===== src/rtl/wb_unit.sv =====
// wb_unit: write-back stage (in: clk rst in_valid ins result nextpc mem_valid mem_rdata; out: in_ready wen wreg wdata pend_valid pend_reg err retired)
module wb_unit #(
  parameter int LOAD_TIMEOUT = 16,
  parameter int CNT_W = 32
) (
  input  logic             clk,
  input  logic             rst,
  input  logic             in_valid,
  output logic             in_ready,
  input  logic [31:0]      ins,
  input  logic [31:0]      result,
  input  logic [31:0]      nextpc,
  input  logic             mem_valid,
  input  logic [31:0]      mem_rdata,
  output logic             wen,
  output logic [4:0]       wreg,
  output logic [31:0]      wdata,
  output logic             pend_valid,
  output logic [4:0]       pend_reg,
  output logic             err,
  output logic [CNT_W-1:0] retired
);
  localparam int TW = $clog2(LOAD_TIMEOUT + 1);
  typedef enum logic {IDLE, LOAD_WAIT} state_t;
  state_t state, state_n;
  logic [TW-1:0] cnt;
  logic [5:0] op, fn;
  logic [4:0] dest, wreg_n;
  logic [31:0] wdata_n;
  logic is_r, is_lw, link, writes, acc, done, tmo, wen_n;
  logic unused_ins;
  assign unused_ins = ^{ins[25:21], ins[10:6]};
  assign in_ready = state == IDLE;
  always_comb begin
    op = ins[31:26];
    fn = ins[5:0];
    is_r = op == 6'h00;
    is_lw = op == 6'h23;
    link = op == 6'h03 || (is_r && fn == 6'h09);
    writes = (is_r && fn != 6'h08) || op[5:3] == 3'b001 || op == 6'h03;
    dest = is_r ? ins[15:11] : op == 6'h03 ? 5'd31 : ins[20:16];
    acc = in_valid && state == IDLE;
    done = state == LOAD_WAIT && mem_valid;
    tmo = state == LOAD_WAIT && !mem_valid && cnt == TW'(LOAD_TIMEOUT - 1);
    state_n = acc && is_lw ? LOAD_WAIT : (done || tmo) ? IDLE : state;
    wen_n = done ? pend_reg != 5'd0 : acc && writes && dest != 5'd0;
    wreg_n = done ? pend_reg : dest;
    wdata_n = done ? mem_rdata : link ? nextpc : result;
  end
  always_ff @(posedge clk or posedge rst)
    if (rst) state <= IDLE;
    else state <= state_n;
  always_ff @(posedge clk or posedge rst) begin
    if (rst) begin
      wen <= 1'b0;
      wreg <= '0;
      wdata <= '0;
      pend_valid <= 1'b0;
      pend_reg <= '0;
      err <= 1'b0;
      retired <= '0;
      cnt <= '0;
    end else begin
      wen <= wen_n;
      if (wen_n) begin
        wreg <= wreg_n;
        wdata <= wdata_n;
        retired <= retired + CNT_W'(1);
      end
      if (acc && is_lw) begin
        pend_valid <= 1'b1;
        pend_reg <= dest;
        cnt <= '0;
      end else if (done || tmo) pend_valid <= 1'b0;
      else if (state == LOAD_WAIT) cnt <= cnt + TW'(1);
      if (tmo) err <= 1'b1;
    end
  end
endmodule


===== config.mk =====
export PLATFORM = sky130hd
export DESIGN_NAME = wb_unit
export DESIGN_NICKNAME = d
export VERILOG_FILES = /design/src/rtl/wb_unit.sv
export SDC_FILE = /design/constraint.sdc
export NUM_CORES = 1
export LEC_CHECK = 0
export BUFFER_PORTS_ARGS = -buffer_cell sky130_fd_sc_hd__buf_2
export CAP_MARGIN = 20
export CORE_AREA = 2 2 114 116
export DETAILED_ROUTE_END_ITERATION = 8
export DIE_AREA = 0 0 116 118
export GPL_ROUTABILITY_DRIVEN = 0
export PLACE_DENSITY = 0.77
export SLEW_MARGIN = 30
export SYNTH_ARGS = -nofsm -noshare
export SYNTH_HDL_FRONTEND = slang
export SYNTH_SLANG_ARGS = --single-unit

===== constraint.sdc =====
create_clock -name clk -period 4 [get_ports clk]
set_input_delay 0.4 -clock clk [delete_from_list [all_inputs] [get_ports clk]]
set_output_delay 0.4 -clock clk [all_outputs]
set_load 0.01 [all_outputs]

# --- Yosys cells after proc, flatten, opt, wreduce, memory -nomap -nowiden ---
# Cells that the tools add are included.
totals:
  in_bits: 132
  ff_bits: 82
  out_inout_bits: 78
classes:
  eq_ne: 7
  n_mux: 11
  n_addsub: 2
  reduce_logical: 20
  n_bitwise: 1
ops:
  columns: ["op", "count"]
  rows:
  - ["$mux 32", 2]
  - ["$add 32x1->32 const B", 1]
  - ["$mux 5", 6]
  - ["$reduce_bool 5->1", 2]
  - ["$logic_and 1x1->1", 9]
  - ["$eq 6x2->1 const B", 1]
  - ["$eq 6x4->1 const B", 1]
  - ["$eq 6x6->1 const B", 1]
  - ["$logic_not 6->1", 1]
  - ["$ne 6x4->1 const B", 1]
  - ["$add 5x1->5 const B", 1]
  - ["$eq 5x4->1 const B", 1]
  - ["$logic_or 1x1->1", 4]
  - ["$reduce_bool 2->1", 2]
  - ["$eq 3x1->1 const B", 1]
  - ["$mux 1", 3]
  - ["$ne 2x2->1 const B", 1]
  - ["$reduce_and 2->1", 1]
  - ["$logic_not 1->1", 1]
  - ["$not 1->1", 1]

# --- Logic depth before layout (Yosys ltp) ---
# Gate-level depths: netlist of the first run.
logic_depth:
  ltp_word: 7
  depth_mapped: 10

# --- Worst setup path after synthesis of the first run ---
# No wires, ideal clock.
synth_path:
  kind: "input to register"
  startpoint: "input port ins[2]"
  endpoint: "register retired[1]"
  stages: 7
  n_path_buf: 2
  setup_time_ns: 0.125
  arrival_ns: 2.142
  setup_slack_ns: 1.733
  required_time_ns: 3.875
  cell_sequence: "or4b_2 > nor3_1 > o221a_1 > a41o_1 > buf_2 > buf_2 > mux2_2"
synth_between:
  elab_chain_len: 7
synth_rtl:
  columns: ["element", "line", "source"]
  rows:
  - ["from (decl)", "10", "input logic [31:0] ins,"]
  - ["$ne 6x4->1", "40", "writes = (is_r && fn != 6'h08) || op[5:3] == 3'b001 || op == 6'h03;"]
  - ["$logic_and 1x1->1", "40", null]
  - ["$logic_or 1x1->1 (2 in series)", "40", null]
  - ["$logic_and 1x1->1 (2 in series)", "46", "wen_n = done ? pend_reg != 5'd0 : acc && writes && dest != 5'd0;"]
  - ["$mux 1", "46", null]
  - ["to (signal assigned)", "68", "retired <= retired + CNT_W'(1);"]
  - ["to (decl)", "21", "output logic [CNT_W-1:0] retired"]
# Every way passes these cells.
# A chain may end at the register's enable or synchronous reset.

# --- Worst setup path in the final report of the first run ---
layout_path:
  startpoint: "register pend_reg[2]"
  endpoint: "register wdata[25]"
layout_between:
  elab_chain_len: 2
layout_rtl:
  columns: ["element", "line", "source"]
  rows:
  - ["from (decl)", "19", "output logic [4:0] pend_reg,"]
  - ["from (signal assigned)", "72", "pend_reg <= dest;"]
  - ["$reduce_bool 5->1", "46", null]
  - ["$mux 1", "46", null]
  - ["to (signal assigned)", "67", "wdata <= wdata_n;"]
  - ["to (decl)", "17", "output logic [31:0] wdata,"]
# Every way passes these cells.

==> results by stage, run 1 <==
Global route:
- The number of global-route vias before repair is 4803.
- The wire length of the first global-routing pass is 23.9 mm.
- Summed over all layers, the global routing overflow is 0.
- The number of antenna violations at the first check in global routing is 0.
- The total global routing track utilization is 21.5%.
- Entering global routing, the biggest net connects 71 pins.

Routing:
- Routed signal wires occupy layers up through met4.
- The detailed router finished its first iteration with 466 violations.
- The final routed DRC violation total is 0.
- Summed over all layers, the routed wires come to 14.8 mm.
- The first detailed-routing pass ran for 5 iterations.
- The met2 wire length is 6.98 mm.
- The detailed router put a total of 6.68 mm of wire on met1.
- After detailed routing, the average wire length per cell comes to 15.7 um.
- The detailed router placed 5124 vias in this run.
- The met3 routed wirelength is 855 um.
- In this run the remaining antenna-violating nets after routing total 0.
- In the routed layout, each cell is associated on average with a via count of 5.45.

Place:
- The post-placement setup slack is 1.05 ns.
- The number of placed cells counting well taps is 925.
- The port buffer count is 199.
- The HPWL after detailed placement is 10.2 mm.

Clock network:
- No sink is reached through more buffers than the 2 on the longest clock path.
- The clock reaches the later pin of the worst-skew pair after 0.33 ns.
- TritonCTS built the clock tree.
- The sink count of the clock tree is 82.
- The number of buffers created by CTS is 9.
- The number of buffers inserted for hold repair after clock tree synthesis is 0.
- The master cell of the clock root buffer is clkbuf_16.
- The number of buffers inserted by post-CTS setup repair is 0.
- After clock tree synthesis, the clock-pin slew on the worst setup and hold paths is 0.07 ns.
- The number of H-tree levels is 3.
- The count of cells resized by post-cts repair is 0.

STA:
- The tightest slew margin relative to the limit is 50.1%.
- The clock period minus final worst setup slack is 2.68 ns.
- Based on the critical path, the design can be clocked at up to 373 MHz.
- The worst path meets setup with 1.32 ns of slack.
- The max-slew violation count is 0.
- The share of the clock period used by the worst path after layout is 67.0%.
- Setup repair after global routing left no endpoint under its margin.
- The setup TNS after final layout is 0 ns.
- The number of hold violations in the final report is 0.
- For the pin with the worst max-slew slack, the measured transition is 0.742 ns.
- Across the routed clock network, the largest skew measured is 0.00780 ns.
- Setup violations remaining at the end of the flow were counted as 0.

Floorplanning:
- The die covers 13700 um^2.
- Measured along the y axis, the die boundary spans 118 um.
- Row generation in the floorplan step produced 41 rows.
- The core area is 12400 um^2.
- The starting utilization of the core area is 39.4%.
- During I/O placement, the number of pins put on the boundary was 210.
- The chip width is 116 um.

Setup path:
- The slowest stage of the critical path belongs to the cell or4_1.
- The startpoint class of the critical path is a register.
- Walking the worst path, the cells encountered are or4_1 -> o21ai_0 -> o221a_1 -> a41o_4 -> buf_12 -> nand2_1 -> o41ai_1.
- The number of buffer and inverter stages on the critical path is 1.
- For the worst setup path, the data required time is 4.22 ns.
- The critical path is of the reg2reg type.
- The worst setup slack for register-to-register paths is 1.32 ns.
- The worst setup path is captured at a register.
- Of all nets on the critical path, the largest fanout is 58.
- Data arrives at the worst endpoint at 2.90 ns.
- Broken down by cell family, the worst path's largest delay share belongs to compound AO/OA/AOI/OAI gates.
- The biggest cell delay along the critical path is 0.51 ns.

Cells and area:
- The share of final-layout standard cells stronger than drive strength 1 is 31.5%.
- Compared with the post-synthesis result, the final layout area differs by 29.5%.
- Cells fill 51.1% of the core in the end.
- In the final layout, the registers with the most flip-flops are retired (32), wdata (32).
- The final non-filler cell total is 941.
- The number of inserted diodes is 0.
- The final layout contains 899 nets.

Job:
- Across the run, the number of max-cap violations was 0.

Synthesis:
- Counting instances in the post-synthesis netlist gives the leading cell types as nor3_1, dfrtp_1, nand2_1.
- The number of enable flip-flop cells after synthesis is 0.
- The post-synthesis cell count is 591.
- In the synthesized netlist, mux cells make up 1.07% of the area.
- Counting distinct cell types in the post-synthesis netlist gives 44.
- After synthesis, the cell types taking the most area are dfrtp_1, nor3_1, o41ai_1.
- The most used flip-flop cell after synthesis is dfrtp_1.
- The post-synthesis cell type with the largest combined area is dfrtp_1.
- The warning count from the yosys run is 0.
- The combinational family with the most area after synthesis is simple AND/OR/NAND/NOR gates.
- The net count of the mapped netlist is 726.
- After Yosys synthesis, and, or, nand and nor cells account for 32.6% of the synthesized area.
- The synthesized netlist devotes 12.7% of its cell area to compound gates.
- The synthesized design contains 82 register bits.
- The average instance in the mapped netlist occupies 8.28 um^2.
- The post-synthesis instance area is 4890 um^2.
- nor3_1 is the most common cell in the netlist.
- The share of Yosys cell area claimed by the top area cell type is 41.9%.
- Summing the areas of all xor and xnor instances in the mapped netlist gives 6.08% of the synthesized area.
- Summing the sequential cell areas from Yosys gives 41.9% of the chip area.
- Summing the areas of all fa, ha and maj instances in the mapped netlist gives 0.767% of the synthesized area.
- The async set-or-reset flop fraction in the synthesized netlist is 100%.

Pwr:
- The power per standard cell area is 402 nW/um^2.
- The overall power after layout is 0.00255 W.
- The maximum resistive drop on vdd is 0.243 mV.
- The leakage component of the power is 3.11 nW.

Run status:
- The run finished with clean final reports.

Worst hold path:
- The type of the most critical hold path is in2async.
==> power by group <==
part	switching, W	internal, W	total (W)
Sequential	0.0000973	0.000962	0.00106
Clock	0.000348	0.000569	0.000917
Combinational	0.000318	0.000253	0.000571
Total	0.000763	0.00178	0.00255
==> final cells by class <==
type | instances | area [um^2]
well taps | 172 | 215
repair buffers | 210 | 1090
flip-flops and latches | 82 | 2050
clock inverters | 5 | 85.1
inverters | 8 | 32.5
clock buffers | 11 | 243
multi-input cells | 453 | 2620
fillers | 1245 | 6070
==> layout by cell type (no fill, tap or decap), drive strengths merged, types with 4 or more instances in the layout <==
cell type  synthesis  layout
nor2              50      50
o41ai             32      32
nand3             10      10
nor4               5       5
clkbuf            36      11
nand2             63      63
inv                8      10
nor3             149     149
xor2              30      30
buf               12     210
nand4              7       7
xnor2              4       4
a21oi             39      39
o21ai              9       9
and3               6       6
or3                4       4
dfrtp             82      82
nand2b             6       6
==> kinds of logic after synthesis <==
| family | Yosys count |
|---|---|
| AND/OR/NAND/NOR | 319 |
| AO/OA/AOI/OAI | 92 |
| flip-flops | 82 |
| buffers and inverters | 56 |
| XOR/XNOR | 34 |
| multiplexers | 5 |
| adder cells (fa/ha/maj) | 3 |
==> metrics by stage <==
step / cell area [um^2] / hold slack (ns)
4_1_cts: 6340 / 0.236
3_3_place_gp: 6010 / 0.451
6_report: 6340 / 0.145
3_5_place_dp: 6010 / 0.455
5_1_grt: 6340 / 0.200
2_1_floorplan: 4890 / 0.497
==> worst paths after layout <==
path | startpoint | to | cells past startpoint
worst max register to register | pend_reg[2]$_DFFE_PP0P_ | wdata[25]$_DFFE_PP0P_ | 7
min in group clk | mem_rdata[24] | wdata[24]$_DFFE_PP0P_ | 3
worst min-delay path | rst | retired[13]$_DFFE_PP0P_ | 2
worst max-delay path | pend_reg[2]$_DFFE_PP0P_ | wdata[25]$_DFFE_PP0P_ | 7
worst min register to register | wdata[6]$_DFFE_PP0P_ | wdata[6]$_DFFE_PP0P_ | 2
max in group asynchronous | rst | wdata[12]$_DFFE_PP0P_ | 3
==> routing by layer <==
| metal | track usage [%] | vias to the layer above |
|---|---|---|
| li1 | - | 2477 |
| met1 | 30.2 | 2420 |
| met2 | 33.4 | 203 |
| met3 | 3.24 | 24 |
| met4 | 7.59 | 0 |
| met5 | 0 | - |
No activity file was read; power rests on OpenSTA's default activity.
==> run 2: changes to the inputs <==
Settings changed: PLACE_DENSITY 0.77 to 0.8.
Clock period 4 ns to 2.4 ns, I/O delays scaled along.
==> run 2 against run 1 <==
  * First-iteration DRC count decreased by 3.4%
  * Non-clock buffer count up 8
  * Sequential power up 66%
  * Hold slack improved by 0.082 ns
  * Global-route usage is 0.059 points higher
  * Sequential cell count unchanged
  * Critical path depth stayed put
  * Critical endpoint is now retired[18]$_DFFE_PP0P_
  * Largest cell class unchanged
  * Largest power group unchanged
  * Highest routed layer unchanged
==> results by stage, run 2 (synthesis gave the netlist of run 1 again) <==
STA:
- The clock period minus final worst setup slack is 2.23 ns.
- The share of the clock period used by the worst path after layout is 92.7%.
- Setup repair after global routing left no endpoint under its margin.
- After routing, the total negative slack on setup checks comes to 0 ns.
- The highest clock rate is 449 MHz.
- The max-slew violation count was 0.
- For the pin with the worst max-slew slack, the measured transition is 0.634 ns.
- On the final layout, the worst hold slack is 0.227 ns.
- The tightest slew margin relative to the limit is 57.7%.
- The clock arrives with 0.00858 ns of skew.
- The final-report setup violation count is 0.
- The number of hold violations in the final report is 0.

Pwr:
- Cell internal power was estimated by the tool at 0.00289 W.
- The net switching fraction of the power is 31.2%.
- The maximum resistive drop on vdd is 0.321 mV.
- The sequential cell fraction of total power is 41.9%.
- Of the total power, combinational logic draws 23.5%.
- The share of total power dissipated in the clock network is 34.6%.
- For this design the static power due to leakage is 3.17 nW.
- The overall power after layout is 0.00420 W.
- The power per standard cell area is 651 nW/um^2.
- In this run the power spent charging and discharging nets is 0.00131 W.

Global route:
- The number of global-route vias before repair is 4891.
- The number of antenna violations at the first check in global routing is 0.
- Summed over all layers, the global routing overflow is 0.
- The wire length of the first global-routing pass is 23.8 mm.
- Global routing consumed, over all layers together, 21.5% of the routing resources.
- Entering global routing, the biggest net connects 71 pins.

Cells and area:
- The total of fill cells in the finished design is 1209.
- The area of the multi-input gates is 2620 um^2.
- The number of nets in the final layout is 907.
- The post-layout utilization of the core is 52.0%.
- The top cell types in the final layout, fill and taps aside, are buf_2, nor3_1, dfrtp_1.
- The number of antenna diodes in the final layout is 0.
- The largest registers in the layout are retired (32), wdata (32).
- Compared with the post-synthesis result, the final layout area differs by 32.0%.
- The share of final-layout standard cells stronger than drive strength 1 is 32.2%.
- The final non-filler cell total is 949.
- The most common cell after layout, fill and taps aside is buf_2.
- The area taken by flip-flops and latches is 2050 um^2.

Routing:
- The total wire length is 15.1 mm.
- The routed layout has 5215 vias.
- The mean number of vias per cell is 5.50.
- The detailed router finished its first iteration with 450 violations.
- The average wire length per cell after detail routing is 15.9 um.
- The residual antenna-violating net count after detailed routing is 0.
- The iteration count of the initial detailed-routing pass is 5.
- After detailed routing, the number of remaining DRC violations is 0.

Clock network:
- TritonCTS built the clock tree.
- The number of H-tree levels is 3.
- The clock drives 82 sinks.
- The number of buffers created by CTS is 9.
- The master cell of the clock root buffer is clkbuf_16.
- The number of buffers inserted by post-CTS setup repair is 0.
- In this run the deepest clock path goes through 2 buffers.
- At the later pin of the worst-skew pair, clock insertion delay measures 0.34 ns.
- Clock-pin slew was measured on the worst setup and hold paths at 0.07 ns.

Worst hold path:
- The number of instances on the worst hold path is 3.
- The min-delay analysis places its worst path in the category in2reg.

Setup path:
- Grouping stages by cell kind, the critical path spends the most delay in compound AO/OA/AOI/OAI gates.
- STA classifies the critical path endpoint as a register.
- The data required time of the worst path is 2.60 ns.
- Data arrives at the worst endpoint at 2.43 ns.
- The startpoint class of the critical path is a register.
- The number of buffer and inverter stages on the critical path is 1.
- The biggest cell delay along the critical path is 0.52 ns.
- Walking the worst path, the cells encountered are or4_1 -> o21ai_1 -> o221a_1 -> a41o_4 -> buf_4 -> nor3_1 -> xor2_1.
- The slowest stage of the critical path belongs to the cell or4_1.
- The count of cell instances traversed by the critical path is 7.
- The worst-path maximum fanout is 11.
- The critical path class is reg2reg.
- The worst register-to-register path has a depth of 7.

Floorplanning:
- The floorplan step set the die height to 118 um.
- The floorplan step set the die width to 116 um.
- For this design the top-level I/O count stands at 210.
- The initial utilization of the core area, before any placement, comes to 39.4%.
- The core area is 12400 um^2.
- The floorplan has 41 rows.
- The die covers 13700 um^2.

Job:
- Max-cap violations in this run came to 0.

Place:
- In this run the tool buffered the top-level ports with 199 buffer cells.
- The half-perimeter wire length after placement is 10.4 mm.
- The number of placed cells counting well taps is 932.

Run status:
- The run finished with clean final reports.
[run 2: final cells by class]
cell class | instances | share of cell area [%]
Timing Repair Buffer | 218 | 19.0
Multi-Input combinational cell | 453 | 40.6
Sequential cell | 82 | 31.8
Tap cell | 172 | 3.33
Clock buffer | 10 | 3.70
Inverter | 8 | 0.484
Clock inverter | 6 | 1.14
[run 2: through the flow]
stage	setup WS (ns)	instance area, um^2
CTS	0.0838	6460
global route	0.0552	6460
floorplan	0.0516	4890
detailed placement	0.0889	6140
finish	0.175	6460
global placement	0.135	6140
[run 2: layer usage]
layer | track usage (%) | part of all wire [%] | vias to the layer above
met2 | 35.1 | 48 | 216
met1 | 28.6 | 44 | 2473
li1 | - | - | 2503
met5 | 0 | 0 | -
met3 | 3.50 | 6.0 | 23
met4 | 7.96 | 1.8 | 0
[run 2: final timing paths]
check / startpoint / end / slack, ns
max: pend_reg[2]$_DFFE_PP0P_ / retired[18]$_DFFE_PP0P_ / 0.17
min: mem_rdata[6] / wdata[6]$_DFFE_PP0P_ / 0.23
max reg2reg: pend_reg[2]$_DFFE_PP0P_ / retired[18]$_DFFE_PP0P_ / 0.17
min reg2reg: wdata[0]$_DFFE_PP0P_ / wdata[0]$_DFFE_PP0P_ / 0.47
max in group asynchronous: rst / wreg[2]$_DFFE_PP0P_ / 1.21
min in group asynchronous: rst / wdata[15]$_DFFE_PP0P_ / 0.51
[run 2: timing repair]
item | in CTS | in global routing
hold buffers | 1 | 0
endpoints found under the setup margin | 0 | 6
hold endpoints to repair | 32 | 0
gates resized for setup | 0 | 1
[run 2: tightest hold or removal path, delay by kind of cell]
family | cells | cell delay [ns]
AO/OA/AOI/OAI | 2 | 0.19
buffers and inverters | 1 | 0.10
[run 2: power by group through the flow]
| stage | Combinational (W) | Sequential (W) | Clock (W) |
|---|---|---|---|
| detailed placement | 0.000993 | 0.00178 | 0 |
| global placement | 0.000967 | 0.00178 | 0 |
| CTS | 0.000996 | 0.00176 | 0.00149 |
| finish | 0.000987 | 0.00176 | 0.00146 |
| global route | 0.00109 | 0.00179 | 0.00154 |
| floorplan | 0.000416 | 0.00187 | 0 |
==> run 3: changes to the inputs <==
Settings changed: CORE_AREA 2 2 114 116 to 2 2 87 152, DIE_AREA 0 0 116 118 to 0 0 89 154, PLACE_DENSITY 0.8 to 0.79.
==> run 3 against run 2 <==
  * Sequential share of layout area is 0.47 points lower
  * Clock power up 7%
  * Maximum frequency up 1.0%
  * Global-route usage rose by 2.3 points
  * Sequential cell count stayed put
  * Via count is 3.6% higher
  * Hold slack lost 0.0055 ns
  * Critical path depth unchanged
  * Clock-buffer cell count rose by 1
  * First-iteration DRC count is 33% lower
  * Sequential power barely moved
  * Critical endpoint is now retired[4]$_DFFE_PP0P_
  * Highest routed layer is now met5
==> results by stage, run 3 (synthesis gave the netlist of run 1 again) <==
Clock network:
- The clock tree synthesis step divided the H-tree into 3 levels.
- Clock-pin slew was measured on the worst setup and hold paths at 0.06 ns.
- The sink count of the clock tree is 82.
- Counting the buffers created by CTS gives 9.
- TritonCTS built the clock tree.
- The largest buffer count on any clock path is 2.
- The master cell of the clock root buffer is clkbuf_16.
- The clock insertion delay at the later pin of the skew report is 0.34 ns.

Setup path:
- The slowest library cell on the worst path is or4_1.
- The data required time of the worst path is 2.61 ns.
- The worst setup path is launched from a register.
- In this design, the stage delay of the slowest critical-path cell is 0.53 ns.
- The element type at the critical path end is a register.
- The worst setup slack for register-to-register paths is 0.20 ns.
- In this run the critical register-to-register path is captured at retired[4]$_DFFE_PP0P_.
- The worst-path maximum fanout is 13.
- The arrival time at the worst endpoint is 2.41 ns.
- The worst setup path is of the reg2reg kind.
- The source of the critical timing path is pend_reg[2]$_DFFE_PP0P_.
- The number of cells on the worst reg-to-reg path is 7.
- The critical path ends at retired[4]$_DFFE_PP0P_.
- The startpoint of the lowest-slack register-to-register path is pend_reg[2]$_DFFE_PP0P_.
- The signal on the critical path passes through or4_1 -> o21ai_1 -> o221a_1 -> a41o_4 -> buf_4 -> nor3b_1 -> xor2_1.

STA:
- The setup TNS after final layout is 0 ns.
- Clock skew on the completed layout was measured at 0.00630 ns.
- The highest clock rate is 454 MHz.
- Setup repair after global routing left no endpoint under its margin.
- The max-slew violation count is 0.
- The transition time at the pin with the least slew margin is 0.613 ns.
- The final-report setup violation count is 0.
- Dividing the final minimum period by the clock period gives 91.7%.
- The clock period minus final worst setup slack is 2.20 ns.
- Headroom to the max-slew limit came out at 59.1%.
- The number of hold violations in the final report is 0.

Pwr:
- In this run the static leakage power is 3.23 nW.
- After layout, the design draws a total of 0.00433 W.
- The power per standard cell area is 660 nW/um^2.
- The maximum resistive drop on vdd is 0.298 mV.

Routing:
- The iteration count of the initial detailed-routing pass is 5.
- For this block, the initial DRC count from the detailed router was 302.
- The total wire length is 16.3 mm.
- In the routed layout, each cell is associated on average with a via count of 5.64.
- The detail route stage leaves a number of antenna-violating nets equal to 0.
- The average wire length per cell after detail routing is 17.0 um.
- The final routed DRC violation total is 0.
- The routed layout has 5405 vias.

Floorplanning:
- The core area is 12400 um^2.
- Once the floorplan was initialized, standard cells occupied 39.4% of the core.
- The count of pins on the block boundary is 210.
- The chip height is 154 um.
- The floorplan has 54 rows.
- The chip width is 89 um.
- The die covers 13700 um^2.

Cells and area:
- The number of nets in the final layout is 918.
- For this run, the number of standard cells in the final layout without fillers is 959.
- The finished cells cover 6560 um^2.
- In the layout the commonest cells are buf_2, nor3_1, dfrtp_1.
- In the final layout, the registers with the most flip-flops are retired (32), wdata (32).
- The area growth from synthesis to layout is 34.0%.
- The share of final-layout standard cells stronger than drive strength 1 is 33.1%.
- Leaving out fill and tap cells, the most frequent cell in the layout is buf_2.

Worst hold path:
- The min-delay analysis places its worst path in the category in2reg.

Run status:
- The flow ran to the end, and the final reports show no timing, DRC or antenna violations.

Job:
- The tool flagged a number of max-cap violations equal to 0.

Place:
- After detailed placement, the design holds a cell count of 939.
- The half-perimeter wire length after placement is 11.9 mm.
- The port buffer count is 199.
- The instance area at placement is 6200 um^2.

Global route:
- For this run the aggregate overflow at the end of global routing stands at 0.
- The number of global-route vias before repair was 5341.
- The total global routing track utilization is 23.8%.
- The number of antenna violations at the first check in global routing came to 4.
- The wire length of the first global-routing pass is 25.8 mm.
- The pin count of the biggest net entering global routing is 43.
-- run 3: changes by cell type in the layout (fill, tap and decap cells not counted), sizes merged --
cell | previous run | this run
buf | 217 | 228
clkbuf | 10 | 11
inv | 9 | 8
diode | 0 | 3
clkinvlp | 2 | 1
bufinv | 1 | 2
-- run 3: what timing repair did --
item	in CTS	in global routing
buffers inserted	0	0
gates resized for setup	0	1
hold endpoints to repair	33	0
hold buffers	1	0
endpoints found under the setup margin	0	1
-- run 3: stage by stage --
| step | hold slack [ns] | setup slack (ns) | util, % |
|---|---|---|---|
| after detailed placement | 0.334 | 0.0337 | 49.9 |
| after floorplan | 0.439 | 0.0516 | - |
| after global placement | 0.333 | 0.0986 | 49.9 |
| final | 0.222 | 0.198 | 52.8 |
| after CTS | 0.212 | 0.111 | 52.7 |
| after global routing | 0.224 | 0.0766 | 52.7 |
-- run 3: worst min-delay path by stage --
stage	from	to	slack (ns)	depth (start not counted)
after detailed placement	rst	wdata[11]$_DFFE_PP0P_	0.33	2
after CTS	mem_rdata[30]	wdata[30]$_DFFE_PP0P_	0.21	3
after floorplan	ins[18]	pend_reg[2]$_DFFE_PP0P_	0.44	2
after global placement	rst	wdata[11]$_DFFE_PP0P_	0.33	2
final	mem_rdata[30]	wdata[30]$_DFFE_PP0P_	0.22	3
after global routing	mem_rdata[6]	wdata[6]$_DFFE_PP0P_	0.22	3
-- run 3: cell type report --
cell class	instances	area [um^2]
multi-input combinational	453	2620
timing repair buffer	229	1300
tap	168	210
inverter	8	31.3
clock inverter	5	85.1
fill	1220	5870
sequential	82	2050
clock buffer	11	253
antenna	3	7.51
-- run 3: routing by layer --
metal / GRT usage [%] / vias up / wire [um]
met2: 41.9 / 240 / 8520
li1: - / 2535 / -
met3: 4.94 / 47 / 1200
met5: 0 / - / 13
met4: 10.7 / 2 / 508
met1: 26.8 / 2581 / 6050
-- run 3: critical path: cells and delay by family (launching register included) --
kind	cells	cell delay [ns]
flip-flops	1	0.40
XOR/XNOR	1	0.15
AND/OR/NAND/NOR	2	0.59
AO/OA/AOI/OAI	3	0.71
buffers and inverters	1	0.20
-- run 3: report_power, final --
part | total, W | internal, W | switching [W]
sequential | 0.00178 | 0.00160 | 0.000177
clock | 0.00156 | 0.000975 | 0.000590
combinational | 0.000988 | 0.000446 | 0.000541
